`src/rtl/vdcorput_pkg.sv`:
```
// Shared types and constants for the VdCorput sequencer: base encodings,
// controller states and the output FIFO entry layout.
package vdcorput_pkg;

  localparam logic [1:0] BASE2     = 2'b00;
  localparam logic [1:0] BASE3     = 2'b01;
  localparam logic [1:0] BASE7     = 2'b10;
  localparam logic [1:0] BASE_RSVD = 2'b11;

  localparam logic [31:0] FRAC_ONE = 32'h0001_0000;

  typedef enum logic [2:0] {
    ST_IDLE  = 3'd0,
    ST_ISSUE = 3'd1,
    ST_ACK   = 3'd2,
    ST_WAIT  = 3'd3,
    ST_DRAIN = 3'd4
  } seq_state_t;

  typedef struct packed {
    logic [31:0] data;
    logic [31:0] k;
    logic        last;
  } fifo_entry_t;

endpackage

```
`src/rtl/vdcorput_seq_fifo.sv`:
```
// Count-based synchronous FIFO holding sequencer results; push and pop may
// happen in the same cycle.
module vdcorput_seq_fifo
  import vdcorput_pkg::*;
#(
  parameter int DEPTH = 4
) (
  input  logic                            clk,
  input  logic                            rst_n,
  input  logic                            push,
  input  logic [$bits(fifo_entry_t)-1:0]  din,
  input  logic                            pop,
  output logic [$bits(fifo_entry_t)-1:0]  dout,
  output logic                            full,
  output logic                            empty
);

  localparam int W  = $bits(fifo_entry_t);
  localparam int AW = (DEPTH > 1) ? $clog2(DEPTH) : 1;

  logic [W-1:0]  mem_r [DEPTH];
  logic [AW-1:0] wr_ptr_r;
  logic [AW-1:0] rd_ptr_r;
  logic [AW:0]   count_r;
  logic          do_push_s;
  logic          do_pop_s;

  assign do_push_s = push && !full;
  assign do_pop_s  = pop && !empty;
  assign full      = (count_r == (AW+1)'(DEPTH));
  assign empty     = (count_r == (AW+1)'(0));
  assign dout      = mem_r[rd_ptr_r];

  // Storage array; contents need no reset because count gates visibility.
  always_ff @(posedge clk) begin
    if (do_push_s) begin
      mem_r[wr_ptr_r] <= din;
    end
  end

  // Pointers and occupancy; the depth is a power of two so pointers wrap naturally.
  always_ff @(posedge clk or negedge rst_n) begin
    if (!rst_n) begin
      wr_ptr_r <= '0;
      rd_ptr_r <= '0;
      count_r  <= '0;
    end else begin
      if (do_push_s) wr_ptr_r <= wr_ptr_r + AW'(1);
      if (do_pop_s)  rd_ptr_r <= rd_ptr_r + AW'(1);
      case ({do_push_s, do_pop_s})
        2'b10:   count_r <= count_r + (AW+1)'(1);
        2'b01:   count_r <= count_r - (AW+1)'(1);
        default: count_r <= count_r;
      endcase
    end
  end

endmodule

```
`src/rtl/vdcorput_seq_ctrl.sv`:
```
// Initiator-side sequencer: issues consecutive k values to the VdCorput core,
// buffers each result and streams {data, k, last} downstream.
module vdcorput_seq_ctrl
  import vdcorput_pkg::*;
#(
  parameter int FIFO_DEPTH = 4,
  parameter int CNT_W      = 16
) (
  input  logic             clk,
  input  logic             rst_n,
  input  logic             cfg_start,
  input  logic [31:0]      cfg_seed,
  input  logic [CNT_W-1:0] cfg_count,
  input  logic [1:0]       cfg_base_sel,
  output logic             busy,
  output logic             finished,
  output logic             cfg_error,
  output logic             core_start,
  output logic [31:0]      core_k,
  output logic [1:0]       core_base_sel,
  input  logic [31:0]      core_result,
  input  logic             core_done,
  input  logic             core_ready,
  output logic             out_valid,
  input  logic             out_ready,
  output logic [31:0]      out_data,
  output logic [31:0]      out_k,
  output logic             out_last
);

  seq_state_t       state_r, state_s;
  logic [CNT_W-1:0] count_r, issued_r;
  logic [31:0]      core_k_r;
  logic [1:0]       base_r;
  logic             busy_r, finished_r, cfg_error_r;
  logic             accept_s, push_s, pop_s, finish_s, error_s, start_s, last_s;
  logic             fifo_full_s, fifo_empty_s;
  fifo_entry_t      push_entry_s, head_s;
  logic [$bits(fifo_entry_t)-1:0] fifo_dout_s;

  assign last_s   = ((issued_r + CNT_W'(1)) == count_r);
  assign pop_s    = !fifo_empty_s && out_ready;
  assign head_s   = fifo_entry_t'(fifo_dout_s);

  assign busy          = busy_r;
  assign finished      = finished_r;
  assign cfg_error     = cfg_error_r;
  assign core_start    = start_s;
  assign core_k        = core_k_r;
  assign core_base_sel = base_r;
  assign out_valid     = !fifo_empty_s;
  assign out_data      = head_s.data;
  assign out_k         = head_s.k;
  assign out_last      = !fifo_empty_s && head_s.last;

  // Next-state and single-cycle control decode.
  always_comb begin
    state_s      = state_r;
    accept_s     = 1'b0;
    push_s       = 1'b0;
    finish_s     = 1'b0;
    error_s      = 1'b0;
    start_s      = 1'b0;
    push_entry_s = '{data: core_result, k: core_k_r, last: last_s};
    case (state_r)
      ST_IDLE: begin
        if (cfg_start) begin
          if (cfg_base_sel == BASE_RSVD) begin
            error_s = 1'b1;
          end else if (cfg_count == CNT_W'(0)) begin
            finish_s = 1'b1;
          end else begin
            accept_s = 1'b1;
            state_s  = ST_ISSUE;
          end
        end else begin
          state_s = ST_IDLE;
        end
      end
      ST_ISSUE: begin
        // A free slot is reserved before issuing, so the later push cannot overflow.
        if (core_ready && !fifo_full_s) begin
          start_s = 1'b1;
          state_s = ST_ACK;
        end else begin
          state_s = ST_ISSUE;
        end
      end
      ST_ACK: begin
        // Skip past a done level left over from the previous point.
        if (!core_ready || !core_done) begin
          state_s = ST_WAIT;
        end else begin
          state_s = ST_ACK;
        end
      end
      ST_WAIT: begin
        if (core_done) begin
          push_s  = 1'b1;
          state_s = last_s ? ST_DRAIN : ST_ISSUE;
        end else begin
          state_s = ST_WAIT;
        end
      end
      ST_DRAIN: begin
        if (pop_s && head_s.last) begin
          finish_s = 1'b1;
          state_s  = ST_IDLE;
        end else begin
          state_s = ST_DRAIN;
        end
      end
      default: begin
        state_s = ST_IDLE;
      end
    endcase
  end

  // State, run registers and registered status pulses.
  always_ff @(posedge clk or negedge rst_n) begin
    if (!rst_n) begin
      state_r     <= ST_IDLE;
      count_r     <= '0;
      issued_r    <= '0;
      core_k_r    <= 32'h0;
      base_r      <= 2'b00;
      busy_r      <= 1'b0;
      finished_r  <= 1'b0;
      cfg_error_r <= 1'b0;
    end else begin
      state_r     <= state_s;
      busy_r      <= (state_s != ST_IDLE);
      finished_r  <= finish_s;
      cfg_error_r <= error_s;
      if (accept_s) begin
        count_r  <= cfg_count;
        issued_r <= '0;
        core_k_r <= cfg_seed;
        base_r   <= cfg_base_sel;
      end else if (push_s) begin
        issued_r <= issued_r + CNT_W'(1);
        core_k_r <= core_k_r + 32'h1;
      end
    end
  end

  vdcorput_seq_fifo #(.DEPTH(FIFO_DEPTH)) u_fifo (
    .clk   (clk),
    .rst_n (rst_n),
    .push  (push_s),
    .din   (push_entry_s),
    .pop   (pop_s),
    .dout  (fifo_dout_s),
    .full  (fifo_full_s),
    .empty (fifo_empty_s)
  );

endmodule

```
`config.mk`:
```
export PLATFORM = sky130hd
export DESIGN_NAME = vdcorput_seq_ctrl
export DESIGN_NICKNAME = d
export VERILOG_FILES = /design/src/rtl/vdcorput_pkg.sv /design/src/rtl/vdcorput_seq_fifo.sv /design/src/rtl/vdcorput_seq_ctrl.sv
export SDC_FILE = /design/constraint.sdc
export NUM_CORES = 1
export LEC_CHECK = 0
export BUFFER_PORTS_ARGS = -buffer_cell sky130_fd_sc_hd__buf_2
export CORE_MARGIN = 5
export CORE_UTILIZATION = 50
export CTS_CLUSTER_SIZE = 28
export DETAILED_ROUTE_END_ITERATION = 7
export PLACE_DENSITY = 0.74
export RECOVER_POWER = 50
export SLEW_MARGIN = 20
export SYNTH_ARGS = -nofsm -noshare
export SYNTH_HDL_FRONTEND = slang
export SYNTH_HIERARCHICAL = 1
export SYNTH_SLANG_ARGS = --single-unit
```
`constraint.sdc`:
```
create_clock -name clk -period 3 [get_ports clk]
set_clock_uncertainty 0.05 [all_clocks]
set_input_delay 0.45 -clock clk [delete_from_list [all_inputs] [get_ports clk]]
set_output_delay 0.45 -clock clk [all_outputs]
set_load 0.005 [all_outputs]
```
==> qor.csv, run 1 <==
stage;metric;value;unit
place;Worst Setup Slack post-DPL;0.386;ns
die;# IOs;192;
synthesis;async set or reset register ratio after synthesis;0.233;
sta;Hold Vio Cnt, Final;0;
setup_path;worst path cell trace;buf_12 > mux4_1 > buf_2;
cells_and_area;final-stage net count;1159;
global_route;global-route wire length before repair;47200;µm
synthesis;register area share after synthesis;0.708;
synthesis;Yosys top cell by area;edfxtp_1;
drt;vias;8120;
power;maximum vdd drop;0.630;mV
synthesis;number of enable flip-flop cells after synthesis;260;
synthesis;ys flop type;edfxtp_1;
sta;minimum clock period;2.75;ns
synthesis;synthesis-stage register bit count;339;
place;placed cells;1396;
sta;post-route setup slack;0.247;ns
synthesis;Cell variety after synth;61;
place;DP HPWL;20100;µm
sta;Worst Tran Pin Value;1.39;ns
die;# rows;60;
cts;CTS tree;done;
sta;Setup violations, final;0;
sta;relative slew slack;0.0725;
setup_path;CP max stage delay;0.70;ns
die;die width;176;µm
drt;DR iter-0 viols;646;
sta;final max-slew violation count;0;
place;GPL Wtd Cong;0.824;
cells_and_area;area delta synth->final;18.7;%
cts;Clk Latency, worst-skew pair;0.52;ns
hold_path;Min-Delay Path Class;input port to flop;
setup_path;CP startpoint kind;flop;
global_route;pin count of the biggest net entering global routing;51;
synthesis;count leader, synth;edfxtp_1;
drt;Antenna Nets Post-Route;0;
global_route;GRT Total Usage;0.195;
cells_and_area;Fillers;2081;
sta;RSZ-0062 raised after global routing;false;
die;Core Footprint;0.0271;mm²
cts;# clock sinks;339;
global_route;antenna violations before repair;4;
die;die height;176;µm
drt;WL final;30200;µm
synthesis;post-synth top area share;0.565;
sta;Fmax;363;MHz
die;Die ar.;0.0311;mm²
cts;post-cts resize count;0;
setup_path;worst endpoint data arrival time;2.25;ns
synthesis;top post-synthesis cells by area;edfxtp_1 (57%), dfrtp_1 (14%), mux4_2 (10%), nand2_1 (3.3%), xnor2_1 (1.6%);
die;Starting Density;0.510;
synthesis;top cells by count, synth;edfxtp_1 (260), nand2_1 (121), dfrtp_1 (79), mux4_2 (64), nor2_1 (39);
setup_path;critical path data required time;2.50;ns
global_route;gr ovfl total;0;
cts;Clock Tree Root;clkbuf_16;
cts;cts bufs inserted;36;
setup_path;CP Class;flop to output port;
global_route;met3 GRT Util;0.0435;
synthesis;Ys Warns;6;
flow_run;number of max-cap violations;0;
power;Total Power;15.0;mW
drt;DRC Markers;0;
setup_path;Worst path slowest cell;dfrtp_4;
cts;Worst-path clk slew;0.06;ns
setup_path;crit path capture type;output port;
synthesis;Netlist Area Pre-Place;0.0138;mm²
synthesis;syn_area_per_cell;16.3;µm²
drt;DR vias/cell;5.55;
drt;First-pass DRT Iterations;5;
global_route;Top Usage Layer GRT;met2;
global_route;grt met2 use;0.309;
global_route;met1 GRT Util;0.270;
place;# port buffers;191;
synthesis;synthesized instance count;848;
status;status;finished, final reports clean;
power;pwr dens;915;mW/mm²
power;Leak Pwr;5.93;nW
drt;wire per inst;20.6;µm
cts;clk buf depth;3;
synthesis;net count after synthesis;944;
global_route;vias in the first global route;8226;
sta;setup TNS;0;ns
cells_and_area;fraction of layout cells with a size suffix above 1;0.263;
cts;htree depth;2;
setup_path;crit path max fanout;20;
cells_and_area;non-filler instance count after layout;1463;
sta;Final Cycle Share;0.918;
==> per-layer routing <==
layer  vias to the layer above  routed length, µm
li1                       3700                  -
met1                      4082              12700
met2                       264              14200
met3                        66               2270
met4                         8                945
met5                         -                 46
==> layout make-up <==
cell class	count	area (µm²)	area share
tap	372	465	0.0284
antenna	1	2.50	0.000153
sequential	339	9790	0.597
multi-input combinational	460	3810	0.232
clock buffer	53	1010	0.0619
clock inverter	12	108	0.00656
timing repair buffer	215	1160	0.0710
inverter	11	41.3	0.00252
==> stage by stage <==
stage	cell area, µm²	hold WS, ns	util
after CTS	16500	0.0606	0.609
after global placement	15400	0.409	0.567
after floorplan	13800	0.104	-
after global routing	16400	0.0893	0.605
final	16400	0.0910	0.605
after detailed placement	15400	0.416	0.567
==> state kept, by name, summed over array words and instances, names as in the netlist <==
name	flops
core_k	32
finished	1
u_fifo/mem_r	260
u_fifo/wr_ptr_r	2
count_r	16
state_r	3
cfg_error	1
u_fifo/count_r	3
issued_r	16
busy	1
u_fifo/rd_ptr_r	2
core_base_sel	2
==> placed cells by master, fill, tap and decap left out, types with 3 or more instances in the layout <==
cell type,netlist,final
xor2_1,20,20
clkinv_1,0,3
nor3_1,9,9
mux4_2,64,64
edfxtp_1,260,260
clkbuf_1,15,73
xnor2_1,26,26
clkinv_2,0,3
o21ai_0,37,37
o211ai_1,8,8
nor4_1,9,9
clkbuf_16,0,36
o31ai_1,5,5
and3_1,6,7
nand3b_1,4,4
buf_12,0,9
clkbuf_8,0,5
nor3_2,3,3
and4_1,4,4
nor2b_1,5,4
dfrtp_1,79,77
ha_1,7,7
a221o_1,3,3
nand4b_1,3,3
nand3_1,24,24
and3_4,0,3
nand4_2,3,3
buf_4,0,10
nand2b_1,3,3
nor2_1,39,39
a22oi_1,3,3
nand4_1,8,8
nand2_1,121,121
a21oi_1,9,9
buf_2,10,131
inv_1,10,11
==> power breakdown <==
| group | total, mW | leakage (nW) | switching (mW) | internal (mW) |
|---|---|---|---|---|
| Clock | 4.17 | 0.549 | 1.72 | 2.45 |
| Sequential | 6.94 | 3.36 | 0.941 | 6.00 |
| Combinational | 3.89 | 2.02 | 1.90 | 1.99 |
==> cell families (layout without fill, tap and decap cells) <==
kind of cell	count (synthesis)	in the layout	synth area share
xor gates and xnor gates	47	47	0.0303
AOI/OAI and AO/OA	81	81	0.0370
muxes	68	68	0.109
and+or+nand+nor	256	256	0.0908
buffers and inverters	49	291	0.0171
DFF	339	339	0.708
adders and majority gates	8	8	0.00779
other	0	1	0
==> path summary, 6_finish.rpt <==
kind / end / cells past startpoint / from / slack [ns]
worst max-delay path: out_data[18] / 3 / u_fifo/rd_ptr_r[0]$_DFFE_PN0P_ / 0.25
worst min-delay path: core_k[4]$_DFFE_PN0P_ / 3 / cfg_seed[4] / 0.09
worst max register to register: core_k[23]$_DFFE_PN0P_ / 8 / state_r[2]$_DFF_PN0_ / 0.25
worst min register to register: core_base_sel[1]$_DFFE_PN0P_ / 2 / core_base_sel[1]$_DFFE_PN0P_ / 0.44
max in group asynchronous: issued_r[13]$_DFFE_PN0P_ / 3 / rst_n / 0.69
min in group asynchronous: state_r[1]$_DFF_PN0_ / 2 / rst_n / 0.74
==> what timing repair did <==
| item | in CTS | in global routing |
|---|---|---|
| hold buffers | 1 | 0 |
| buffers inserted | 0 | 0 |
| endpoints found under the hold margin | 48 | 0 |
==> worst max-delay path, delay by kind of cell (launching register included) <==
kind / cells / cell delay [ns]
buffers and inverters: 2 / 0.42
muxes: 1 / 0.62
DFF: 1 / 0.70
Note: power is estimated with default switching activity, not from simulation.
==> run 2, diff against run 1 <==
--- a/config.mk
+++ b/config.mk
@@ -6,11 +6,13 @@
 export NUM_CORES = 1
 export LEC_CHECK = 0
 export BUFFER_PORTS_ARGS = -buffer_cell sky130_fd_sc_hd__buf_2
+export CELL_PAD_IN_SITES_DETAIL_PLACEMENT = 1
+export CELL_PAD_IN_SITES_GLOBAL_PLACEMENT = 2
 export CORE_MARGIN = 5
-export CORE_UTILIZATION = 50
+export CORE_UTILIZATION = 37
 export CTS_CLUSTER_SIZE = 28
 export DETAILED_ROUTE_END_ITERATION = 7
-export PLACE_DENSITY = 0.74
+export PLACE_DENSITY_LB_ADDON = 0.1
 export RECOVER_POWER = 50
 export SLEW_MARGIN = 20
 export SYNTH_ARGS = -nofsm -noshare
==> qor.csv, run 2 (synthesis results as in run 1) <==
stage;metric;value;unit;change
power;NetSw;4.83;mW;was 4.57 mW
cts;# clock sinks;339;;unchanged
cells_and_area;most frequent cells in the layout;edfxtp_1 (260), buf_2 (131), nand2_1 (121);;unchanged
drt;DRC Markers;0;;unchanged
setup_path;crit path capture type;flop;;was output port
die;die height;203;µm;was 176 µm
die;die width;203;µm;was 176 µm
cts;Clk Latency, worst-skew pair;0.52;ns;about the same
cells_and_area;register area;0.00979;mm²;unchanged
setup_path;r2r worst-path depth;5;;was 8
sta;relative slew slack;-0.331;;was 0.0725
cells_and_area;most common cell after layout, fill and taps aside;edfxtp_1;;unchanged
global_route;vias in the first global route;8658;;was 8226
setup_path;worst path cell trace;buf_4 > nand4b_1 > inv_2 > and3_1 > buf_12;;was buf_12 > mux4_1 > buf_2
setup_path;CP max stage delay;0.96;ns;was 0.70 ns
sta;Setup violations, final;0;;unchanged
cells_and_area;Fillers;3660;;was 2081
power;maximum vdd drop;0.336;mV;was 0.630 mV
place;GPL Wtd Cong;0.729;;was 0.824
setup_path;CP Class;flop to flop;;was flop to output port
drt;M1 WL;15800;µm;was 12700 µm
power;Pint;11.0;mW;was 10.4 mW
cts;CTS tree;done;;unchanged
cells_and_area;final-stage net count;1167;;was 1159
place;DP HPWL;23900;µm;was 20100 µm
die;# rows;70;;was 60
sta;final max-slew violation count;32;;was 0
setup_path;Worst path slowest cell;and3_1;;was dfrtp_4
drt;Detail Route met2 WL;17200;µm;was 14200 µm
hold_path;Min-Delay Path Depth;3;;unchanged
cts;Clock Tree Root;clkbuf_16;;unchanged
die;Die ar.;0.0413;mm²;was 0.0311 mm²
power;Comb power frac;0.262;;was 0.260
cells_and_area;Top reg by flops;u_fifo/mem_r;;unchanged
cells_and_area;area delta synth->final;21.6;%;was 18.7%
cells_and_area;max FFs per register;260;;unchanged
setup_path;CP startpoint kind;flop;;unchanged
setup_path;crit path max fanout;30;;was 20
die;Core Footprint;0.0367;mm²;was 0.0271 mm²
sta;Worst Tran Pin Value;2.00;ns;was 1.39 ns
cts;post-cts resize count;0;;unchanged
hold_path;Min-Delay Path Class;input port to flop;;unchanged
global_route;gr ovfl total;0;;unchanged
die;# IOs;192;;unchanged
sta;RSZ-0062 raised after global routing;false;;unchanged
cts;clk buf depth;3;;unchanged
cells_and_area;final core utilization;0.458;;was 0.605
drt;DR vias/cell;5.14;;was 5.55
power;Sw Share;0.306;;was 0.304
drt;WL final;35100;µm;was 30200 µm
cts;Worst-path clk slew;0.06;ns;about the same
sta;setup TNS;0;ns;unchanged
cts;cts bufs inserted;38;;was 36
sta;minimum clock period;2.73;ns;was 2.75 ns
sta;Hold Vio Cnt, Final;0;;unchanged
power;Flop pwr share;0.438;;was 0.463
drt;wire per inst;22.4;µm;was 20.6 µm
global_route;pin count of the biggest net entering global routing;45;;was 51
drt;DR iter-0 viols;310;;was 646
drt;First-pass DRT Iterations;4;;was 5
cts;htree depth;2;;unchanged
global_route;global-route wire length before repair;54000;µm;was 47200 µm
cells_and_area;fraction of layout cells with a size suffix above 1;0.277;;was 0.263
die;Starting Density;0.376;;was 0.510
power;pwr dens;940;mW/mm²;was 915 mW/mm²
sta;Final Cycle Share;0.911;;was 0.918
power;clock power share;0.299;;was 0.278
global_route;GRT Total Usage;0.168;;was 0.195
global_route;antenna violations before repair;3;;was 4
drt;Top Metal Used;met5;;unchanged
flow_run;number of max-cap violations;1;;was 0
place;# port buffers;191;;unchanged
power;Leak Pwr;6.06;nW;was 5.93 nW
sta;Fmax;366;MHz;was 363 MHz
status;status;finished, violations left;;was finished, final reports clean
drt;vias;8067;;was 8120
drt;DR WL met3;1570;µm;was 2270 µm
status;failing checks;capacitance limit, slew limit;;
setup_path;critical path data required time;3.15;ns;was 2.50 ns
cells_and_area;area occupied by multi-input gates;0.00381;mm²;unchanged
drt;Antenna Nets Post-Route;0;;unchanged
setup_path;worst endpoint data arrival time;2.89;ns;was 2.25 ns
==> run 2: cell type report <==
| class | count | area share |
|---|---|---|
| Antenna cell | 1 | 0.000149 |
| Clock buffer | 46 | 0.0620 |
| Clock inverter | 23 | 0.0146 |
| Inverter | 11 | 0.00246 |
| Multi-Input combinational cell | 460 | 0.227 |
| Sequential cell | 339 | 0.583 |
| Tap cell | 468 | 0.0349 |
| Timing Repair Buffer | 221 | 0.0764 |
==> run 2: critical path: cells and delay by family (launching register included) <==
kind | cells | cell delay, ns
buffers and inverters | 3 | 0.78
flip-flops | 1 | 0.36
AND/OR/NAND/NOR | 2 | 1.19
==> run 2: repair_timing <==
action,CTS,global route
hold endpoints to repair,30,0
setup endpoints to repair,0,10
hold buffers,1,0
setup buffers,0,1
==> run 2: path summary, 6_finish.rpt <==
path	startpoint	endpoint	slack [ns]
worst min-delay path	cfg_seed[24]	core_k[24]$_DFFE_PN0P_	0.09
worst max register to register	state_r[2]$_DFF_PN0_	u_fifo/mem_r[3][4]$_DFFE_PP_	0.27
max in group asynchronous	rst_n	u_fifo/rd_ptr_r[1]$_DFFE_PN0P_	0.50
min in group asynchronous	rst_n	state_r[1]$_DFF_PN0_	0.97
worst min register to register	count_r[13]$_DFFE_PN0P_	count_r[13]$_DFFE_PN0P_	0.45
worst max-delay path	state_r[2]$_DFF_PN0_	u_fifo/mem_r[3][4]$_DFFE_PP_	0.27
==> run 2: power groups by stage <==
stage                     registers [mW]  logic, mW  clock network [mW]
after detailed placement            7.08       4.25                   0
after CTS                           6.99       4.26                4.88
after global routing                7.05       4.57                5.09
after global placement              7.04       4.20                   0
final                               6.92       4.14                4.73
after floorplan                     6.58       2.64                   0
==> run 2: through the flow <==
stage / hold WS, ns / instance area (µm²) / std cells / setup slack, ns / power, mW
6_report: 0.0863 / 16800 / 1569 / 0.268 / 15.8
5_1_grt: 0.0718 / 16800 / 1569 / 0.0580 / 16.7
4_1_cts: 0.0545 / 16900 / 1567 / 0.00255 / 16.1
3_5_place_dp: 0.386 / 15600 / 1497 / 0.201 / 11.3
3_3_place_gp: 0.387 / 15600 / 1497 / 0.278 / 11.2
2_1_floorplan: 0.104 / 13800 / 848 / 0.182 / 9.22
==> run 2: metal layers <==
layer | GRT usage | vias to the layer above
li1 | - | 3696
met2 | 0.280 | 152
met4 | 0.0390 | 4
met1 | 0.230 | 4165
met3 | 0.0345 | 50
met5 | 0 | -
